==> src/rtl/rr_burst_arbiter_pkg.sv <==
// Shared types and index helpers for the round-robin burst arbiter.
package rr_burst_arbiter_pkg;

  typedef enum logic {
    ARB_IDLE  = 1'b0,
    ARB_GRANT = 1'b1
  } arb_state_e;

  function automatic int idx_w(input int n);
    return (n > 32'sd1) ? $clog2(n) : 32'sd1;
  endfunction

  function automatic int wrap_inc(input int idx, input int n);
    return (idx + 32'sd1 >= n) ? 32'sd0 : idx + 32'sd1;
  endfunction

endpackage

==> src/rtl/rr_burst_arbiter_rr_pick.sv <==
// Rotating priority picker: first requester at or after ptr, wrapping past N-1.
module rr_burst_arbiter_rr_pick
  import rr_burst_arbiter_pkg::*;
#(
  parameter int N  = 4,
  parameter int SW = 2
) (
  input  logic [N-1:0]  i_req_valid,
  input  logic [SW-1:0] i_ptr,
  output logic          o_any,
  output logic [SW-1:0] o_idx
);

  int w_pos;

  // Scan from the farthest slot back toward ptr so the nearest requester wins.
  always_comb begin
    o_any = |i_req_valid;
    o_idx = '0;
    w_pos = 32'sd0;
    for (int k = N - 1; k >= 0; k--) begin
      w_pos = int'(i_ptr) + k;
      w_pos = (w_pos >= N) ? w_pos - N : w_pos;
      o_idx = i_req_valid[w_pos[SW-1:0]] ? SW'(w_pos) : o_idx;
    end
  end

endmodule

==> src/rtl/rr_burst_arbiter.sv <==
// Round-robin arbiter granting bursts of up to MAX_BURST beats from N senders
// onto one registered output stage with downstream backpressure.
module rr_burst_arbiter
  import rr_burst_arbiter_pkg::*;
#(
  parameter  int N         = 4,
  parameter  int W         = 4,
  parameter  int MAX_BURST = 4,
  localparam int SW        = idx_w(N)
) (
  input  logic           i_clk,
  input  logic           i_rst,
  input  logic [N-1:0]   i_req_valid,
  input  logic [N*W-1:0] i_req_data,
  output logic [N-1:0]   o_req_ready,
  output logic           o_out_en,
  output logic [W-1:0]   o_out_data,
  output logic [SW-1:0]  o_out_src,
  input  logic           i_out_ready,
  output logic           o_busy
);

  localparam int            CW        = $clog2(MAX_BURST + 1);
  localparam logic [CW-1:0] LAST_BEAT = CW'(MAX_BURST - 1);

  arb_state_e    r_state;
  logic [SW-1:0] r_ptr;
  logic [SW-1:0] r_owner;
  logic [CW-1:0] r_beat_cnt;
  logic          r_out_en;
  logic [W-1:0]  r_out_data;
  logic [SW-1:0] r_out_src;

  logic          w_any;
  logic [SW-1:0] w_pick;
  logic          w_load;
  logic          w_owner_valid;
  logic          w_xfer;
  logic          w_last;
  logic [W-1:0]  w_owner_data;
  logic [SW-1:0] w_next_ptr;

  rr_burst_arbiter_rr_pick #(
    .N  (N),
    .SW (SW)
  ) u_pick (
    .i_req_valid (i_req_valid),
    .i_ptr       (r_ptr),
    .o_any       (w_any),
    .o_idx       (w_pick)
  );

  // The output register can take a new beat when empty or being drained.
  assign w_load        = ~r_out_en | i_out_ready;
  assign w_owner_valid = i_req_valid[r_owner];
  assign w_xfer        = (r_state == ARB_GRANT) & w_owner_valid & w_load;
  assign w_last        = (r_beat_cnt == LAST_BEAT);
  assign w_owner_data  = i_req_data[r_owner*W +: W];
  assign w_next_ptr    = SW'(wrap_inc(int'(r_owner), N));

  assign o_out_en   = r_out_en;
  assign o_out_data = r_out_data;
  assign o_out_src  = r_out_src;
  assign o_busy     = (r_state == ARB_GRANT);

  always_comb begin
    o_req_ready = '0;
    if (r_state == ARB_GRANT) begin
      o_req_ready[r_owner] = w_load;
    end else begin
      o_req_ready = '0;
    end
  end

  always_ff @(posedge i_clk) begin
    if (i_rst) begin
      r_state    <= ARB_IDLE;
      r_ptr      <= '0;
      r_owner    <= '0;
      r_beat_cnt <= '0;
      r_out_en   <= 1'b0;
      r_out_data <= '0;
      r_out_src  <= '0;
    end else begin
      if (w_load) begin
        r_out_en <= w_xfer;
        if (w_xfer) begin
          r_out_data <= w_owner_data;
          r_out_src  <= r_owner;
        end
      end
      case (r_state)
        ARB_IDLE: begin
          if (w_any) begin
            r_owner    <= w_pick;
            r_beat_cnt <= '0;
            r_state    <= ARB_GRANT;
          end
        end
        ARB_GRANT: begin
          // Release on a full burst or when the owner has nothing to send.
          if ((w_xfer && w_last) || !w_owner_valid) begin
            r_state    <= ARB_IDLE;
            r_ptr      <= w_next_ptr;
            r_beat_cnt <= '0;
          end else if (w_xfer) begin
            r_beat_cnt <= r_beat_cnt + CW'(1);
          end
        end
        default: r_state <= ARB_IDLE;
      endcase
    end
  end

endmodule

==> config.mk <==
export PLATFORM = sky130hd
export DESIGN_NAME = rr_burst_arbiter
export DESIGN_NICKNAME = d
export VERILOG_FILES = /design/src/rtl/rr_burst_arbiter_pkg.sv /design/src/rtl/rr_burst_arbiter_rr_pick.sv /design/src/rtl/rr_burst_arbiter.sv
export SDC_FILE = /design/constraint.sdc
export NUM_CORES = 1
export LEC_CHECK = 0
export CORE_UTILIZATION = 40
export CTS_CLUSTER_DIAMETER = 40
export CTS_CLUSTER_SIZE = 16
export DETAILED_ROUTE_END_ITERATION = 10
export PLACE_DENSITY = 0.84
export SETUP_SLACK_MARGIN = 0.3
export SLEW_MARGIN = 20
export SYNTH_ARGS = -nofsm -noshare
export SYNTH_HDL_FRONTEND = slang
export SYNTH_SLANG_ARGS = --single-unit
==> constraint.sdc <==
create_clock -name i_clk -period 1.8 [get_ports i_clk]
set_input_delay 0.45 -clock i_clk [delete_from_list [all_inputs] [get_ports i_clk]]
set_output_delay 0.45 -clock i_clk [all_outputs]
set_load 0.05 [all_outputs]
==> After elaboration in Yosys (flattened, before gate mapping) <==
Cells that the tools add are included.
{ "totals": {"out_inout_bits": 12, "elab_cells": 75, "in_bits": 23, "regBits": 15} }
{ "op_classes": {"order_cmp": 11, "bitwise_logic": 6, "n_shift": 1, "reduce_logical": 9, "mux": 29, "add_sub_neg": 9, "n_eq_ne": 3} }
{ "ops": {"columns": ["op", "n"], "rows": [
  ["2-bit two-way mux", 9],
  ["16-bit by 5-bit indexed part select with 4-bit output", 1],
  ["2-bit by 3-bit less-than comparator with 1-bit output, second input constant", 5],
  ["3-bit greater-or-equal comparator, second input constant", 4],
  ["1-bit binary-select mux with 2-bit select", 5],
  ["3-bit two-way mux", 3],
  ["1-bit two-way mux", 8],
  ["2-bit AND reduction", 4],
  ["2-bit by 1-bit subtractor with 2-bit output, second input constant", 4],
  ["2-bit by 1-bit adder with 3-bit output, second input constant", 2],
  ["2-bit by 2-bit adder with 3-bit output, second input constant", 2],
  ["3-bit one-hot mux with 2 select lines", 1],
  ["4-bit bitwise AND", 1],
  ["4-bit two-way mux", 1],
  ["4-bit OR reduction", 1],
  ["3-bit by 1-bit adder with 3-bit output, second input constant", 1],
  ["3-bit by 2-bit equality test with 1-bit output, second input constant", 1],
  ["2-bit by 3-bit greater-or-equal comparator with 1-bit output, second input constant", 1],
  ["3-bit by 1-bit inequality test with 1-bit output, second input constant", 1],
  ["1-bit bitwise AND", 2],
  ["1-bit demux with 2-bit select", 1],
  ["2-bit by 1-bit greater-or-equal comparator with 1-bit output, second input constant", 1],
  ["1-bit logical AND", 2],
  ["2-bit by 1-bit inequality test with 1-bit output, second input constant", 1],
  ["other kinds (5)", 6]
]} }

==> Longest topological paths before layout <==
{ "logic_depth": {"word_depth": 9, "depth_mapped": 6, "depth_no_buf": 6} }

==> Hierarchy <==
From an unflattened synthesis, not the netlist that was laid out.
{ "hier_totals": {"hier_cells": 94, "hier_area_um2": 939.7} }
{ "modules_own_cells": {"columns": ["mod", "area_each_um2", "instances", "cells_per_inst", "seq_area_each_um2"], "rows": [
  ["rr_burst_arbiter", 862.1, 1, 81, 300.3],
  ["rr_burst_arbiter_rr_pick", 77.6, 1, 13, 0.0]
]} }

==> Least setup slack after synthesis <==
No wires, ideal clock.
{ "synth_path": {"kind": "reg2reg", "startpoint": "reg r_state (netlist: o_busy)", "endpoint": "reg r_beat_cnt[1]", "setup_slack_ps": -26, "required_ps": 1679, "arrival_time_ps": 1705, "path_buffers": 0, "period_less_slack_ps": 1826, "stages_incl_launch_ff": 5, "setup_ps": 121, "cell_sequence": "dfxtp_1 -> and2_2 -> o2bb2ai_1 -> a22oi_1 -> mux2_2"} }
{ "synth_via": {"elab_chain_len": 6, "word_cells_on_any_way": 10, "classes_between": "2 x eq/ne; 2 x mux; 3 x bitwise; 3 x reduce/logical"} }
{ "synth_lines": {"columns": ["item", "line", "source"], "rows": [
  ["from (decl)", "rr_burst_arbiter.sv:26", "arb_state_e r_state;"],
  ["from (signal assigned)", "rr_burst_arbiter.sv:77", "r_state <= ARB_IDLE;"],
  ["from (signal assigned)", "rr_burst_arbiter.sv:97", "r_state <= ARB_GRANT;"],
  ["from (signal assigned)", "rr_burst_arbiter.sv:103", "r_state <= ARB_IDLE;"],
  ["1-bit bitwise AND (2 in a row)", "rr_burst_arbiter.sv:56", "assign w_xfer = (r_state == ARB_GRANT) & w_owner_valid & w_load;"],
  ["1-bit logical AND", "rr_burst_arbiter.sv:102", "if ((w_xfer && w_last) || !w_owner_valid) begin"],
  ["1-bit logical OR", "rr_burst_arbiter.sv:102", null],
  ["3-bit two-way mux / 3-bit by 1-bit inequality test with 1-bit output (equally long branches)", null, null],
  ["3-bit one-hot mux with 2 select lines / 2-bit AND reduction (equally long branches)", null, null],
  ["to (signal assigned)", "rr_burst_arbiter.sv:107", "r_beat_cnt <= r_beat_cnt + CW'(1);"],
  ["to (decl)", "rr_burst_arbiter.sv:29", "logic [CW-1:0] r_beat_cnt;"]
]} }
Parallel ways exist; a longest one is shown, timed or not.
A chain may end at the register's enable or synchronous reset.

==> Worst setup path in the final report <==
{ "layout_path": {"startpoint": "reg r_owner[0]", "endpoint": "out o_req_ready[0]"} }
{ "layout_via": {"elab_chain_len": 6, "word_cells_on_any_way": 7, "classes_between": "2 x order compare; 3 x mux; 1 x bitwise; 1 x reduce/logical"} }
{ "layout_lines": {"columns": ["item", "line", "source"], "rows": [
  ["from (decl)", "rr_burst_arbiter.sv:28", "logic [SW-1:0] r_owner;"],
  ["from (signal assigned)", "rr_burst_arbiter.sv:95", "r_owner <= w_pick;"],
  ["2-bit by 3-bit less-than comparator with 1-bit output (implied by the code) / 2-bit by 1-bit greater-or-equal comparator with 1-bit output (equally long branches)", "rr_burst_arbiter.sv:69", "o_req_ready[r_owner] = w_load;"],
  ["1-bit logical AND (implied by the code)", "rr_burst_arbiter.sv:69", null],
  ["1-bit two-way mux (implied by the code)", "rr_burst_arbiter.sv:69", null],
  ["1-bit demux with 2-bit select *", "rr_burst_arbiter.sv:69", null],
  ["4-bit bitwise AND (no source line) *", null, null],
  ["4-bit two-way mux *", "rr_burst_arbiter.sv:68", "if (r_state == ARB_GRANT) begin"],
  ["to (decl)", "rr_burst_arbiter.sv:15", "output logic [N-1:0] o_req_ready,"]
]} }
Mark *: on every way between the ends. The rest lies on a longest branch, timed or not.

==> summary.md <==
| Metric | Value |
|---|---|
| Pwr dens | 563.4 mW/mm^2 |
| CP arrival | 1300 ps |
| Nets@finish | 197 |
| Aggregate global routing overflow | 0 |
| Total of max-cap violations | 0 |
| Die Span Y | 51.55 um |
| Hold path depth | 2 |
| Initial antenna violation count | 0 |
| Layout cell share with drive strength beyond 1 | 0.4970 |
| Flops & latches, synth | 15 |
| Multi-input gate area | 778.2 um^2 |
| Vias in the first global route | 1099 |
| Area share of the largest cell type after synthesis | 0.3057 |
| Fin util | 0.7908 |
| Leak | 0.7252 nW |
| Worst-Margin Slew | 408.9 ps |
| Avg Cell Area, Syn | 9.266 um^2 |
| Fin. Hold Viols | 0 |
| Drt pass-1 iters | 4 |
| Setup WS post-layout | 50.45 ps |
| Syn Nets | 135 |
| WL final | 3403 um |
| Critical Path Start Type | flop |
| Register area share after synthesis | 0.3057 |
| Setup TNS | 0 ps |
| Slew HR | 0.7253 |
| Residual DRC count | 0 |
| Clock latency on the worst-skew pair | 290 ps |
| Site Rows | 17 |
| Outcome | completed |
| R2r setup slk | 120 ps |
| Hold path start | o_out_data[2] |
| Synth area leaders | dfxtp_1, mux4_1, ha_1, a21oi_1, mux2i_1 |
| R2r endpoint | r_beat_cnt[1] |
| Synth cell types | 32 |
| Initial Util | 0.4356 |
| Fin Clk Skew | 15.95 ps |
| Final Cycle Share | 0.9720 |
| WL/cell | 17.45 um |
| DRT iter0 DRCs | 28 |
| Setup slack at placement | -259.6 ps |
| GP Congestion | 0.7922 |
| Global Route Usage Sum | 0.2576 |
| TritonCTS clock tree | yes |
| DPL Wire Length | 2195 um |
| Final setup fails | 0 |
| Final ANT Viol Nets | 0 |
| Detailed-route via count | 1113 |
| Min Clock Period, post-route | 1750 ps |
| Yosys top cell by area | dfxtp_1 |
| Diode count | 0 |
| Cells after Synth | 106 |
| Synthesized area | 982.2 um^2 |
| Chip width | 51.55 um |
| Port Buffer Count | 34 |
| Clk sink count | 15 |
| Largest net degree at the start of global routing | 11 |
| Die ar. | 0.002657 mm^2 |
| Most frequent cells in the layout | buf_4, clkdlybuf4s50_1, buf_6 |
| Total core area | 0.002255 mm^2 |
| DR vias/cell | 5.708 |
| Worst-path fanout max | 5 |
| Reg-to-Reg Start | r_owner[0] |
| Most common cell after layout, fill and taps aside | buf_4 |
| Setup crit end kind | primary output |
| Synth-to-Final Area Change | 81.53% |
| Final Max Tran Viols | 0 |
| First-pass GRT wire length | 5078 um |
| Peak Freq | 571.6 MHz |
| CTS root buf | clkbuf_4 |
| Worst min-delay path class | flop to flop |
| Worst r2r path cells | 6 |
| Sequential standard cell area | 310.3 um^2 |
| Cts bufs inserted | 3 |
| Required @ worst endpoint | 1350 ps |
| RSZ-0062 raised after global routing | yes |
| Worst VDD drop | 0.4666 mV |
| Htree depth | 1 |
| Crit path kind | flop to primary output |
| Synth warn | 0 |
| Top Ports | 35 |
| Layout fillers | 143 |
| Hold Crit Endpoint | o_out_data[2] |
| CTS max path bufs | 2 |
| CTS clk-pin slew, worst paths | 100 ps |
==> power breakdown <==
| group | switching (W) | internal [W] | leakage (nW) |
|---|---|---|---|
| Combinational | 0.000203 | 0.000227 | 0.586 |
| Sequential | 0.0000251 | 0.000352 | 0.124 |
| Clock | 0.000111 | 0.0000862 | 0.0150 |
| Total | 0.000339 | 0.000665 | 0.725 |
==> cells in the mapped netlist, drive strengths merged <==
library cell	n
dfxtp	15
a21oi	12
ha	6
nand3	6
o21ai	6
inv	5
mux2i	5
mux4	5
nand2	5
nand2b	5
nor2	5
and3	4
buf	4
clkbuf	3
or4	3
mux2	2
nor2b	2
o21a	2
a22oi	1
a2bb2oi	1
and2	1
nor3	1
nor4	1
nor4b	1
o221ai	1
o22ai	1
o2bb2ai	1
o31ai	1
or2	1
==> logic make-up after synthesis <==
logic type,Yosys count,synth area share
compound gates,26,0.1554
fa+ha+maj,6,0.07643
buf+inv,12,0.05859
simple gates,35,0.1962
mux,12,0.2076
flops,15,0.3057
==> worst max path at each step <==
stage	start	end	slack (ps)
floorplan	i_req_valid[2]	r_beat_cnt[1]	230
global placement	i_req_valid[3]	r_owner[0]	-210
detailed placement	i_req_valid[1]	r_owner[0]	-260
CTS	r_owner[0]	o_req_ready[0]	70
global route	r_owner[0]	o_req_ready[0]	20
finish	r_owner[0]	o_req_ready[0]	50
==> critical path, stage by stage, from the launching register on <==
cell	delay [ps]
dfxtp_2	370
buf_6	140
inv_6	40
ha_4	140
and3_4	170
buf_12	140
==> state kept, by name, summed over array words and instances, names as in the netlist <==
name / count
r_ptr: 2
r_owner: 2
o_busy: 1
o_out_data: 4
o_out_src: 2
o_out_en: 1
r_beat_cnt: 3
==> cell type report <==
cell class | instances | share of cell area
multi-input cells | 79 | 0.4365
well taps | 28 | 0.01965
inverters | 5 | 0.01333
flip-flops and latches | 15 | 0.1740
repair buffers | 64 | 0.3418
clock buffers | 4 | 0.01474
==> routing by layer <==
layer	wire, um	track usage	vias up
met1	1385	0.3031	548
met2	1788	0.4394	49
li1	-	-	508
met3	166	0.05556	8
met4	63	0.1261	0
met5	0	0	-
==> stage by stage <==
stage	hold slack, ps	std cells	instance area, um^2	total power, W
detailed placement	469.7	181	1570	0.0007306
global placement	461.5	181	1570	0.0007180
CTS	481.9	193	1712	0.0009633
global route	512.5	195	1783	0.001050
floorplan	449.1	106	1076	0.0005810
finish	479.4	195	1783	0.001004
==> timing repair <==
item	in CTS	in global routing
gates resized for setup	34	21
setup endpoints to repair	19	18
pin swaps	8	9
hold buffers	0	0
buffers inserted	8	2
Note: power is estimated with default switching activity, not from simulation.
